**config.mk**
```make
export PLATFORM = sky130hd
export DESIGN_NAME = jtframe_dmacopy
export DESIGN_NICKNAME = d
export VERILOG_FILES = /design/src/rtl/jtframe_dmacopy_pkg.sv /design/src/rtl/jtframe_dmacopy.sv
export SDC_FILE = /design/constraint.sdc
export NUM_CORES = 1
export LEC_CHECK = 0
export CAP_MARGIN = 20
export CORE_MARGIN = 2
export CORE_UTILIZATION = 53
export DETAILED_ROUTE_END_ITERATION = 8
export GPL_TIMING_DRIVEN = 0
export PLACE_DENSITY = 0.82
export REMOVE_ABC_BUFFERS = 1
export SYNTH_ARGS = -nofsm -noshare
export SYNTH_HDL_FRONTEND = slang
export SYNTH_SLANG_ARGS = --single-unit
```
**constraint.sdc**
```tcl
create_clock -name clk -period 5 [get_ports clk]
set_clock_uncertainty 0.2 [all_clocks]
set_input_delay 1.25 -clock clk [delete_from_list [all_inputs] [get_ports clk]]
set_output_delay 1.25 -clock clk [all_outputs]
set_load 0.05 [all_outputs]
```
**src/rtl/jtframe_dmacopy_pkg.sv**
```systemverilog
// ============================================================================
// jtframe_dmacopy_pkg
// Shared FSM state encoding and default widths for the 68000 DMA copy engine.
// Revision: 1.0
// ============================================================================
`default_nettype none

package jtframe_dmacopy_pkg;

  localparam int AW_DEF = 23;
  localparam int LW_DEF = 12;

  typedef enum logic [2:0] {
    IDLE  = 3'd0,
    REQ   = 3'd1,
    READ  = 3'd2,
    WRITE = 3'd3,
    REL   = 3'd4
  } dma_state_e;

endpackage

`default_nettype wire

```
**src/rtl/jtframe_dmacopy.sv**
```systemverilog
// ============================================================================
// jtframe_dmacopy
// Bus-master word copy engine: requests the 68000 bus, copies len words from
// src to dst, then releases the bus.
// Revision: 1.0
// ============================================================================
`default_nettype none

module jtframe_dmacopy
  import jtframe_dmacopy_pkg::*;
#(
  parameter int AW = AW_DEF,
  parameter int LW = LW_DEF
) (
  input  logic          clk,
  input  logic          rst,
  input  logic          cen,
  input  logic          start,
  input  logic          abort,
  input  logic [AW-1:0] src_addr,
  input  logic [AW-1:0] dst_addr,
  input  logic [LW-1:0] len,
  output logic          dev_br,
  input  logic          cpu_BGACKn,
  output logic [AW-1:0] bus_addr,
  output logic [15:0]   bus_dout,
  input  logic [15:0]   bus_din,
  output logic          bus_rd,
  output logic          bus_wr,
  input  logic          bus_ack,
  output logic          busy,
  output logic          done,
  output logic          err
);

  localparam logic [AW-1:0] C_ONE_A = AW'(1);
  localparam logic [LW-1:0] C_ONE_L = LW'(1);

  dma_state_e    state_q;
  logic [AW-1:0] src_q;
  logic [AW-1:0] dst_q;
  logic [LW-1:0] cnt_q;
  logic          abort_q;

  logic [AW-1:0] src_d;
  logic [AW-1:0] dst_d;
  logic [LW-1:0] cnt_d;
  logic          stop_d;

  assign src_d  = src_q + C_ONE_A;
  assign dst_d  = dst_q + C_ONE_A;
  assign cnt_d  = cnt_q - C_ONE_L;
  // Abort is only acted on after the word in flight has been written.
  assign stop_d = (cnt_d == '0) || abort_q || abort;
  assign busy   = (state_q != IDLE);

  always_ff @(posedge clk or posedge rst) begin
    if (rst) begin
      state_q  <= IDLE;
      src_q    <= '0;
      dst_q    <= '0;
      cnt_q    <= '0;
      abort_q  <= 1'b0;
      dev_br   <= 1'b0;
      bus_addr <= '0;
      bus_dout <= '0;
      bus_rd   <= 1'b0;
      bus_wr   <= 1'b0;
      done     <= 1'b0;
      err      <= 1'b0;
    end else begin
      done <= 1'b0;
      if (cen) begin
        if (state_q != IDLE && abort) begin
          abort_q <= 1'b1;
        end
        unique case (state_q)
          IDLE: begin
            if (start) begin
              if (len != '0) begin
                src_q   <= src_addr;
                dst_q   <= dst_addr;
                cnt_q   <= len;
                abort_q <= 1'b0;
                err     <= 1'b0;
                dev_br  <= 1'b1;
                state_q <= REQ;
              end else begin
                done <= 1'b1;
              end
            end
          end
          REQ: begin
            if (abort || abort_q) begin
              dev_br  <= 1'b0;
              state_q <= REL;
            end else if (!cpu_BGACKn) begin
              bus_addr <= src_q;
              bus_rd   <= 1'b1;
              state_q  <= READ;
            end
          end
          READ: begin
            if (cpu_BGACKn) begin
              bus_rd  <= 1'b0;
              err     <= 1'b1;
              dev_br  <= 1'b0;
              done    <= 1'b1;
              state_q <= IDLE;
            end else if (bus_ack) begin
              bus_dout <= bus_din;
              bus_rd   <= 1'b0;
              bus_addr <= dst_q;
              bus_wr   <= 1'b1;
              state_q  <= WRITE;
            end
          end
          WRITE: begin
            if (cpu_BGACKn) begin
              bus_wr  <= 1'b0;
              err     <= 1'b1;
              dev_br  <= 1'b0;
              done    <= 1'b1;
              state_q <= IDLE;
            end else if (bus_ack) begin
              bus_wr <= 1'b0;
              src_q  <= src_d;
              dst_q  <= dst_d;
              cnt_q  <= cnt_d;
              if (stop_d) begin
                dev_br  <= 1'b0;
                state_q <= REL;
              end else begin
                bus_addr <= src_d;
                bus_rd   <= 1'b1;
                state_q  <= READ;
              end
            end
          end
          REL: begin
            if (cpu_BGACKn) begin
              done    <= 1'b1;
              state_q <= IDLE;
            end
          end
          default: state_q <= IDLE;
        endcase
      end
    end
  end

endmodule

`default_nettype wire

```
==> results_dict.tcl, run 1 <==
set metrics [dict create \
    yosys_most_used_dff "dfrtp_1" \
    buffer_ports.inserted 125 \
    setup_violations 0 \
    viasPerCell 6.47 \
    hold_buffers 0 \
    ir_drop_mv 0.296 \
    drc_errors 0 \
    syn_area_sq_um 6520 \
    arrival_ps 2700 \
    die_area_sq_um 13200 \
    slew_headroom_pct 27.1 \
    post-dp-hpwl_um 12600 \
    reg2reg_to "dst_q[11]" \
    post-route-period-util_pct 83.1 \
    period_minus_slack_ps 4150 \
    required_ps 3550 \
    die_width_um 115 \
    grt_pass1_wl_um 29300 \
    yosysSeqAreaShare_pct 40.7 \
    min_from "bus_addr[4]" \
    tns_ps 0 \
    status "finished clean" \
    hp-class "reg2reg" \
    cts_resized 0 \
    final_max_slew_viol_count 0 \
    crit_type "reg2out" \
    syn_inst 752 \
    tritoncts "done" \
    grt_max_degree 68 \
    grt_use_total_pct 27.8 \
    synthArstFlopShare_pct 100 \
    worstHoldPathCells 1 \
    chipHeight_um 115 \
    reg2reg_slack_ps 1620 \
    worst-path-max-fanout 26 \
    diodes 0 \
    yosys.cell_types.count 63 \
    fmax_mhz 241 \
    root_buffer "clkbuf_16" \
    num_vias 6376 \
    postCtsSetupRepairBufs 0 \
    slowest_stage "dfrtp_1" \
    antenna_found_initial 0 \
    p_leak_uw 0.00322 \
    tightest_slew_ps 1090 \
    fin_nets 919 \
    place_congestion 0.890 \
    cap_violations 0 \
    num_rows 40 \
    cts_inserted_buffers 9 \
    cts_max_path_buffers 2 \
    critPathCaptureType "primary output" \
    drtIter0Drc 657 \
    drive_gt1_share_pct 8.94 \
    r2r_start "state_q[0]" \
    yosys_warnings 0 \
    power_density_nw_per_um2 664 \
    syn2layout_area_growth_pct 24.9 \
    design.core.area_sq_um 12000 \
    final_util_pct 67.8 \
    pin_count 126 \
    ys_seq_elements 106 \
    path_delay_family "flip-flops" \
    avgSynthCellArea_sq_um 8.68 \
    grt-ovfl-total 0 \
    postRouteAntennaNets 0 \
    crit_cells 3 \
    grt_pass1_vias 6090 \
    first_pass_iters 5 \
    cp_slowest_stage_delay_ps 980 \
    holdPathEnd "bus_addr[4]" \
    insertion_delay_ps 350 \
    crit_chain "nor2_1 -> nand2_1 -> clkdlybuf4s50_1" \
    cts_max_level 3 \
    wl_per_cell_um 18.3 \
    reg2reg_depth 7 \
    path_clk_slew_ps 70 \
    routed_wl_um 18100 \
    whs_ps 309 \
    crit_path_start_kind "flip-flop" \
    critPathBufInv 1 \
    synth_edf_count 0 \
    rsz0062_at_grt "false" \
    clock_sinks 106 \
    start_util_pct 54.3 \
    hold_viol 0 \
    n_fill_cell 949 \
]
## worst reg2reg max path, stage by stage (launching register included)
cell	delay [ps]
dfrtp_1	980
buf_8	260
clkinv_1	270
nor2_4	670
buf_12	300
nand2_1	150
o32ai_1	330
a2bb2oi_1	110
## metrics by stage
stage | total power, uW | instance area, sq um | setup slack (ps) | cells
after floorplan | 3690 | 6250 | 126 | 691
after CTS | 5400 | 8150 | 872 | 986
final | 5410 | 8150 | 845 | 986
after global routing | 5750 | 8150 | 688 | 986
after detailed placement | 4650 | 7840 | 1050 | 970
after global placement | 4490 | 7680 | -2100 | 963
## state kept, by name, summed over array words and instances, names as in the netlist
register / cells
dev_br: 1
src_q: 23
abort_q: 1
done: 1
dst_q: 23
bus_addr: 23
state_q: 3
err: 1
bus_rd: 1
cnt_q: 12
bus_wr: 1
bus_dout: 16
## kinds of logic after synthesis
| kind of cell | count (synthesis) | share of synthesized area (%) |
|---|---|---|
| adders and majority gates | 4 | 0.767 |
| DFF | 106 | 40.7 |
| AOI/OAI and AO/OA | 255 | 23.9 |
| muxes | 49 | 9.11 |
| buffers and inverters | 87 | 5.70 |
| and+or+nand+nor | 250 | 19.7 |
| xor gates and xnor gates | 1 | 0.134 |
## layout make-up
class	instances	area, sq um	area share [%]
inverters	26	100	1.23
well taps	147	184	2.26
multi-input cells	559	3520	43.3
clock buffers	12	256	3.15
flip-flops and latches	106	2650	32.6
clock inverters	4	50.0	0.614
repair buffers	132	1380	17.0
## routing by layer
metal | part of all wire [%] | routed length [um] | track usage [%]
met3 | 6.9 | 1240 | 3.00
met5 | 0 | 0 | 0
met2 | 50 | 9000 | 46.7
met4 | 2.6 | 461 | 12.0
met1 | 41 | 7370 | 36.6
## report_power, final
group          internal [uW]  leakage (uW)  switching [uW]
combinational           1190       0.00182            1730
clock                    415      0.000145             319
sequential              1270       0.00126             492
total                   2870       0.00322            2540
## synth_stat cells (all sizes together) (4+ instances only)
library cell  instances  area share, %
o2bb2ai               9            1.2
o21a                  5           0.58
or2                   4           0.38
nand2                58            3.5
o22ai                25            2.4
o21ai                68            5.2
nor2b                 5           0.48
nand3                37            2.8
o22a                  6           0.94
o211ai                4           0.46
nand4                10           0.96
a2bb2oi               8            1.1
nor3                 22            1.8
ha                    4           0.77
dfrtp               106             41
a31oi                18            1.7
and3                 16            1.5
nand2b                5           0.48
nor4                 12            1.4
nor3b                 8           0.92
inv                  25            1.4
and4                  6           0.84
mux2i                14            2.1
buf                  12            1.4
mux2                 35            7.0
nor2                 54            3.1
a21oi                78            6.0
a22oi                 9            1.0
clkbuf               49            2.8
## how the worst max path moves through the flow
stage,slack (ps),from,end
6_report,850,state_q[0],busy
5_1_grt,690,state_q[0],busy
4_1_cts,870,state_q[0],busy
3_5_place_dp,1050,cen,bus_addr[5]
3_3_place_gp,-2100,state_q[0],dst_q[21]
2_1_floorplan,130,state_q[0],dst_q[21]
## cell usage in the layout, fill, tap and decap left out, types with 10 or more instances in the layout
cell / netlist / layout
clkdlybuf4s50_1: 0 / 125
dfrtp_1: 106 / 106
a21oi_1: 78 / 78
o21ai_0: 67 / 67
nand2_1: 57 / 56
nor2_1: 54 / 53
nand3_1: 37 / 37
o22ai_1: 25 / 25
inv_1: 25 / 24
nor3_1: 21 / 21
mux2_2: 19 / 19
a31oi_1: 18 / 18
mux2_4: 16 / 16
and3_1: 16 / 16
mux2i_1: 14 / 14
nor4_1: 11 / 11
nand4_1: 10 / 10
No activity file was read; power rests on OpenSTA's default activity.
==> run 2: changes to the inputs <==
==> constraint.sdc (replaced) <==
create_clock -name clk -period 4.22 [get_ports clk]
set_clock_uncertainty 0.2 [all_clocks]
set_input_delay 1.055 -clock clk [delete_from_list [all_inputs] [get_ports clk]]
set_output_delay 1.055 -clock clk [all_outputs]
set_load 0.05 [all_outputs]
==> results of run 2 <==
Same layout as run 1 (identical final DEF). Status: finished clean.
Main changes from that run: setup slack after placement 1050 ps -> 466 ps; setup slack after layout 845 ps -> 260 ps; register-to-register setup slack 1620 ps -> 840 ps; total power 5410 uW -> 6410 uW; worst IR drop on VDD 0.296 mV -> 0.350 mV
